===== src/rtl/load_hazard_ctrl.sv =====
// Load-use interlock beside ID: tracks in-flight loads, stalls dependents.
// Optional HAZ_PERF_CNT_EN adds stall_cnt/freeze_cnt perf counters.
module load_hazard_ctrl #(
  parameter int REG_AW         = 5,
  parameter int LOAD_LAT       = 1,
  parameter int STORE_DATA_FWD = 1
) (
  input  logic              clk,
  input  logic              rst_n,
  input  logic              id_valid,
  input  logic [6:0]        id_op,
  input  logic [REG_AW-1:0] id_rd,
  input  logic [REG_AW-1:0] id_rs1,
  input  logic [REG_AW-1:0] id_rs2,
  input  logic              ex_redirect,
  input  logic              mem_ready,
`ifdef HAZ_PERF_CNT_EN
  output logic [31:0]       stall_cnt,
  output logic [31:0]       freeze_cnt,
`endif
  output logic              pc_hold,
  output logic              ifid_hold,
  output logic              ifid_flush,
  output logic              idex_kill,
  output logic              pipe_freeze
);

  localparam logic [6:0] OP_R     = 7'b0110011;
  localparam logic [6:0] OP_I     = 7'b0010011;
  localparam logic [6:0] OP_LOAD  = 7'b0000011;
  localparam logic [6:0] OP_STORE = 7'b0100011;
  localparam logic [6:0] OP_BR    = 7'b1100011;
  localparam logic [6:0] OP_JALR  = 7'b1100111;

  logic [LOAD_LAT-1:0]             tv;
  logic [LOAD_LAT-1:0][REG_AW-1:0] trd;

  logic use1;
  logic use2;
  logic match;
  logic hazard;
  logic freeze;
  logic redir;
  logic stall;
  logic is_load;

  always_comb begin
    use1 = 1'b0;
    use2 = 1'b0;
    unique case (1'b1)
      id_op == OP_R: begin
        use1 = 1'b1;
        use2 = 1'b1;
      end
      id_op == OP_BR: begin
        use1 = 1'b1;
        use2 = 1'b1;
      end
      id_op == OP_STORE: begin
        use1 = 1'b1;
        use2 = (STORE_DATA_FWD == 0);
      end
      id_op == OP_I:    use1 = 1'b1;
      id_op == OP_LOAD: use1 = 1'b1;
      id_op == OP_JALR: use1 = 1'b1;
      default: begin
        use1 = 1'b0;
        use2 = 1'b0;
      end
    endcase
  end

  // any live load whose rd feeds a used source interlocks
  always_comb begin
    match = 1'b0;
    for (int k = 0; k < LOAD_LAT; k++) begin
      if (tv[k] && (trd[k] != '0) &&
          ((use1 && (trd[k] == id_rs1)) ||
           (use2 && (trd[k] == id_rs2))))
        match = 1'b1;
    end
  end

  assign hazard  = id_valid & match;
  assign is_load = id_valid & (id_op == OP_LOAD);
  assign freeze  = rst_n & ~mem_ready;
  assign redir   = rst_n & mem_ready & ex_redirect;
  assign stall   = rst_n & mem_ready & ~ex_redirect & hazard;

  assign pc_hold     = freeze | stall;
  assign ifid_hold   = freeze | stall;
  assign ifid_flush  = redir;
  assign idex_kill   = redir | stall;
  assign pipe_freeze = freeze;

  always_ff @(posedge clk or negedge rst_n) begin
    if (!rst_n) begin
      tv  <= '0;
      trd <= '0;
    end else if (mem_ready) begin
      for (int k = 1; k < LOAD_LAT; k++) begin
        tv[k]  <= tv[k-1];
        trd[k] <= trd[k-1];
      end
      tv[0]  <= (redir | stall) ? 1'b0 : is_load;
      trd[0] <= id_rd;
    end
  end

`ifdef HAZ_PERF_CNT_EN
  always_ff @(posedge clk or negedge rst_n) begin
    if (!rst_n) begin
      stall_cnt  <= '0;
      freeze_cnt <= '0;
    end else begin
      if (stall)  stall_cnt  <= stall_cnt + 32'd1;
      if (freeze) freeze_cnt <= freeze_cnt + 32'd1;
    end
  end
`endif

endmodule


===== config.mk =====
export PLATFORM = sky130hd
export DESIGN_NAME = load_hazard_ctrl
export DESIGN_NICKNAME = d
export VERILOG_FILES = /design/src/rtl/load_hazard_ctrl.sv
export SDC_FILE = /design/constraint.sdc
export NUM_CORES = 1
export LEC_CHECK = 0
export BUFFER_PORTS_ARGS = -buffer_cell sky130_fd_sc_hd__buf_2
export CAP_MARGIN = 0
export CORE_AREA = 2 2 39 41
export DETAILED_ROUTE_END_ITERATION = 8
export DIE_AREA = 0 0 41 43
export GPL_TIMING_DRIVEN = 0
export PLACE_DENSITY_LB_ADDON = 0.08
export RECOVER_POWER = 50
export SYNTH_ARGS = -nofsm -noshare
export SYNTH_HDL_FRONTEND = slang
export SYNTH_SLANG_ARGS = --single-unit

===== constraint.sdc =====
create_clock -name clk -period 3 [get_ports clk]
set_input_delay 0.9 -clock clk [delete_from_list [all_inputs] [get_ports clk]]
set_output_delay 0.9 -clock clk [all_outputs]
set_load 0.01 [all_outputs]

==> results of run 1 <==
==> cell families (layout without fill, tap and decap cells) <==
kind of cell | after synthesis | after routing | synth area share, %
DFF | 6 | 6 | 32.3
buffers and inverters | 4 | 37 | 4.31
AOI/OAI and AO/OA | 3 | 3 | 5.66
and+or+nand+nor | 20 | 20 | 24.8
xor gates and xnor gates | 11 | 11 | 20.8
muxes | 5 | 5 | 12.1
==> worst register-to-register path, stage by stage (launching register included) <==
cell	delay, ns
dfrtp_1	0.43
xnor2_1	0.19
nand4_1	0.13
nor4_2	0.29
o21ai_2	0.12
a21boi_2	0.17
==> per-layer routing <==
metal | wire, um | GRT usage, %
met1 | 464 | 17.8
met2 | 491 | 20.3
met3 | 101 | 2.09
met4 | 0 | 8.00
met5 | 0 | 0
==> state kept, by name, indices dropped and copies added, names as in the netlist <==
signal	flops
trd	5
tv	1
==> cell type report <==
class | instances | area share [%]
timing repair buffer | 30 | 22.9
clock buffer | 3 | 3.43
inverter | 2 | 1.14
sequential | 6 | 22.9
tap | 16 | 3.05
multi-input combinational | 39 | 44.8
buffer | 2 | 1.90
==> power breakdown <==
part	leakage [nW]	internal [mW]	switching, mW	total, mW
logic	0.230	0.0366	0.0251	0.0617
clock network	0.0138	0.0452	0.0276	0.0728
registers	0.0724	0.0881	0.00943	0.0975
total	0.316	0.170	0.0622	0.232
==> path summary, 6_finish.rpt <==
path	cells after the start	slack (ns)	startpoint	to
max in group asynchronous	1	2.35	rst_n	trd[4]
min	1	0.49	rst_n	tv
max	7	0.08	id_op[3]	pc_hold
min reg2reg	2	0.56	tv	tv
max reg2reg	5	1.56	trd[0]	tv
min in group clk	2	0.56	tv	tv
==> cell usage after synthesis, types with 2 or more instances <==
cell type	n
dfrtp_1	6
inv_1	2
mux2_1	3
mux2_2	2
nand2_1	3
nand2b_1	2
nand3_1	3
nand4_1	2
nor2_1	3
nor4_1	3
xnor2_1	9
xor2_1	2
==> flow_metrics.tcl, run 1 <==
set metrics [dict create \
    finalInstanceArea_um2 657 \
    setup_slack_ns 0.0790 \
    place_ws_ns 0.0876 \
    gp_congestion 0.642 \
    clockBufferDepth 2 \
    die_area_um2 1760 \
    leakage_nw 0.316 \
    max-slew-margin-rel_pct 77.5 \
    initial_core_util_pct 33.5 \
    path_delay_family "simple AND/OR/NAND/NOR gates" \
    power_uw 232 \
    peakVddDrop_v 0.000163 \
    drt_wl_total_um 1060 \
    path_cells "buf_2 > nand3b_1 > nor4_1 > o21ai_2 > nand2b_1 > buf_4 > buf_2" \
    dieHeight_um 43 \
    final_antenna_net_count 0 \
    diodes 0 \
    layout_commonest_cell "buf_2" \
    ys_seq_area_share_pct 32.3 \
    dp_cells 95 \
    synth.avg_cell_area_um2 9.47 \
    synth.area.top_cells "dfrtp_1 32%, xnor2_1 17%, mux2_1 7.3%" \
    synth_edf_count 0 \
    ys.flop_type "dfrtp_1" \
    hp-class "in2async" \
    grt_max_degree 10 \
    yosysTopAreaCell "dfrtp_1" \
    post-route-util_pct 47.5 \
    fin_cells 98 \
    ctsHoldBuffers 0 \
    async_flop_share_pct 100 \
    worst_ep_arrival_time_ns 2.02 \
    port_buffers 30 \
    cts-root-buf "clkbuf_4" \
    critPathMaxFanout 3 \
    p_per_area_nw_per_um2 353 \
    yosys_warnings 0 \
    hold_viol 0 \
    grt_usage_pct 13.7 \
    dr.pass1.iters 2 \
    slowest_delay_ns 0.39 \
    required_ns 2.10 \
    drt_iter0_markers 1 \
    core_um2 1380 \
    yosysTopAreaCellShare_pct 32.3 \
    mostFrequentLayoutCells "31 x buf_2, 9 x xnor2_1, 6 x dfrtp_1" \
    rsz0062_at_grt "false" \
    grt_overflow_total 0 \
    period_share_pct 97.4 \
    syn-num-nets 76 \
    wire_per_inst_um 10.8 \
    finalNetCount 111 \
    setup_tns_ns 0 \
    fin_skew_ns 0.00221 \
    fin_crit_ns 2.92 \
    setup_violations 0 \
    crit_path_start_kind "primary input" \
    postSynthCellCount 49 \
    vias 461 \
    cts_tree "built" \
    path_common_cell "buf_2" \
    multiInputGateArea_um2 294 \
    endpoint_kind "output port" \
    cts_max_level 1 \
    grt_pass1_wl_um 1680 \
    die_w_um 41 \
    critical_path_buf_inv_count 3 \
    whs_ns 0.490 \
    max_freq_mhz 342 \
    fillerInstances 145 \
    cts_buffers 3 \
    worst_pin_slew_ns 0.335 \
    syn-cell-area_um2 464 \
    rows 14 \
    ioPinCount 32 \
    ctsResizeCount 0 \
    drive_gt1_share_pct 48.8 \
    regArea_um2 150 \
    route.detailed.drc 0 \
    status "finished clean" \
    ys_seq_elements 6 \
    area_growth_syn_to_layout_pct 41.5 \
    yosysUniqueCellTypes 21 \
    grt_pass1_vias 435 \
    slowest_stage "nor4_1" \
    setup.worst_path.class "in2out" \
    final_max_slew_viol_count 0 \
    clk_pin_slew_ns 0.05 \
    vias_per_cell 4.70 \
    dpl_cell_area_um2 634 \
    clk_latency_ns 0.24 \
    antenna_found_initial 0 \
    postCtsSetupBuffers 0 \
    cts_num_sinks 6 \
    drv_cap 0 \
]
(Power assumes the default switching activity.)
==> run 2, diff against run 1 <==
Settings changed: REMOVE_ABC_BUFFERS set to 1.
==> run 2 against run 1 <==
Die area unchanged. Sequential power up 0.4%. Sequential share of layout area up 0.26 points. Via count unchanged. Combinational power down 0.8%. Sequential cell count unchanged. Total power about the same. Clock-buffer cell count unchanged. Cell count down 1.0%. Maximum frequency up 3.5%. Hold slack worse by 0.00082 ns. Critical endpoint unchanged.
==> flow_metrics.tcl, run 2 (synthesized netlist as in run 1, its figures left out) <==
set metrics [dict create \
    status "finished clean" \
    cts_tree "built" \
    p_per_area_nw_per_um2 357 \
    grt_usage_pct 14.4 \
    vias_per_cell 4.75 \
    ctsResizeCount 0 \
    drv_cap 0 \
    die_area_um2 1760 \
    largest_register "trd" \
    crit_path_start_kind "primary input" \
    regArea_um2 150 \
    setup_violations 0 \
    drive_gt1_share_pct 48.1 \
    fin_skew_ns 0.00142 \
    setup_slack_ns 0.178 \
    initial_core_util_pct 33.5 \
    reg_top3 "trd: 5 flops, tv: 1 flops" \
    worst_ep_arrival_time_ns 1.92 \
    setup.worst_path.class "in2out" \
    vias 461 \
    largest_reg_flops 5 \
    drt_wl_total_um 1110 \
    clk_pin_slew_ns 0.04 \
    ctsHoldBuffers 0 \
    critPathMaxFanout 3 \
    endpoint_kind "output port" \
    antenna_found_initial 0 \
    gp_congestion 0.622 \
    r2r-start "trd[1]" \
    fillerInstances 159 \
    ff2ff_setup_slack_ns 1.55 \
    clk_latency_ns 0.24 \
    fin_cells 97 \
    dieHeight_um 43 \
    rsz0062_at_grt "false" \
    postCtsSetupBuffers 0 \
    diodes 0 \
    route.detailed.drc 0 \
    peakVddDrop_v 0.000207 \
    crit_end "pc_hold" \
    grt_max_degree 10 \
    startpoint "id_op[3]" \
    cts_max_level 1 \
    wire_per_inst_um 11.4 \
    leakage_nw 0.311 \
    hold_viol 0 \
    rows 14 \
    hp-class "in2async" \
    grt_pass1_vias 439 \
    drt_iter0_markers 0 \
    multiInputGateArea_um2 294 \
    clockBufferDepth 2 \
    fin_crit_ns 2.82 \
    dr.pass1.iters 1 \
    dp_cells 94 \
    ioPinCount 32 \
    cts_num_sinks 6 \
    finalNetCount 110 \
    mostFrequentLayoutCells "31 x buf_2, 9 x xnor2_1, 6 x dfrtp_1" \
    max-slew-margin-rel_pct 77.4 \
    max_freq_mhz 354 \
    area_growth_syn_to_layout_pct 39.9 \
    grt_pass1_wl_um 1720 \
    final_max_slew_viol_count 0 \
    port_buffers 31 \
    r2r_end "tv" \
    place_ws_ns 0.178 \
    cts-root-buf "clkbuf_4" \
    required_ns 2.10 \
    layout_commonest_cell "buf_2" \
    period_share_pct 94.1 \
    ff2ff_path_depth 5 \
    worst_pin_slew_ns 0.336 \
    die_w_um 41 \
    grt_overflow_total 0 \
    final_antenna_net_count 0 \
    core_um2 1380 \
    setup_tns_ns 0 \
    cts_buffers 3 \
]
[run 2: cell types whose count changed in the layout (fill, tap and decap cells not counted)]
| cell | previous run | this run |
|---|---|---|
| buf_4 | 1 | 0 |
[run 2: area by class of cell]
cell class | instances | area share [%]
Multi-Input combinational cell | 39 | 45.3
Inverter | 2 | 1.16
Timing Repair Buffer | 31 | 23.9
Sequential cell | 6 | 23.1
Clock buffer | 3 | 3.47
Tap cell | 16 | 3.08
[run 2: metrics by stage]
stage / utilization, % / hold slack [ns] / cell area [um^2] / total power [mW]
floorplan: - / 0.519 / 452 / 0.129
global placement: 45.3 / 0.529 / 627 / 0.161
detailed placement: 45.3 / 0.543 / 627 / 0.161
CTS: 46.9 / 0.488 / 649 / 0.236
global route: 46.9 / 0.490 / 649 / 0.249
finish: 46.9 / 0.489 / 649 / 0.232
[run 2: power breakdown]
group	switching (mW)	internal, mW	leakage, nW
Sequential	0.00986	0.0881	0.0724
Combinational	0.0254	0.0358	0.225
Clock	0.0278	0.0452	0.0138
[run 2: how the worst min path moves through the flow]
| stage | end | slack, ns | cells past startpoint |
|---|---|---|---|
| after detailed placement | tv | 0.54 | 2 |
| after CTS | trd[0] | 0.49 | 1 |
| final | trd[1] | 0.49 | 1 |
| after floorplan | tv | 0.52 | 2 |
| after global routing | tv | 0.49 | 1 |
| after global placement | tv | 0.53 | 2 |
[run 2: critical path, cell delays in order]
cell and delay [ns]:
buf_2 0.09, nand3b_1 0.20, nor4_1 0.39, o21ai_2 0.11
nand2b_1 0.10, buf_2 0.13
[run 2: layer usage]
layer | GRT usage [%] | wire [um] | vias up | share of wire, %
li1 | - | - | 234 | -
met1 | 17.9 | 489 | 210 | 44
met2 | 21.9 | 536 | 17 | 48
met3 | 3.14 | 85 | 0 | 7.7
met4 | 8.00 | 0 | 0 | 0
met5 | 0 | 0 | - | 0
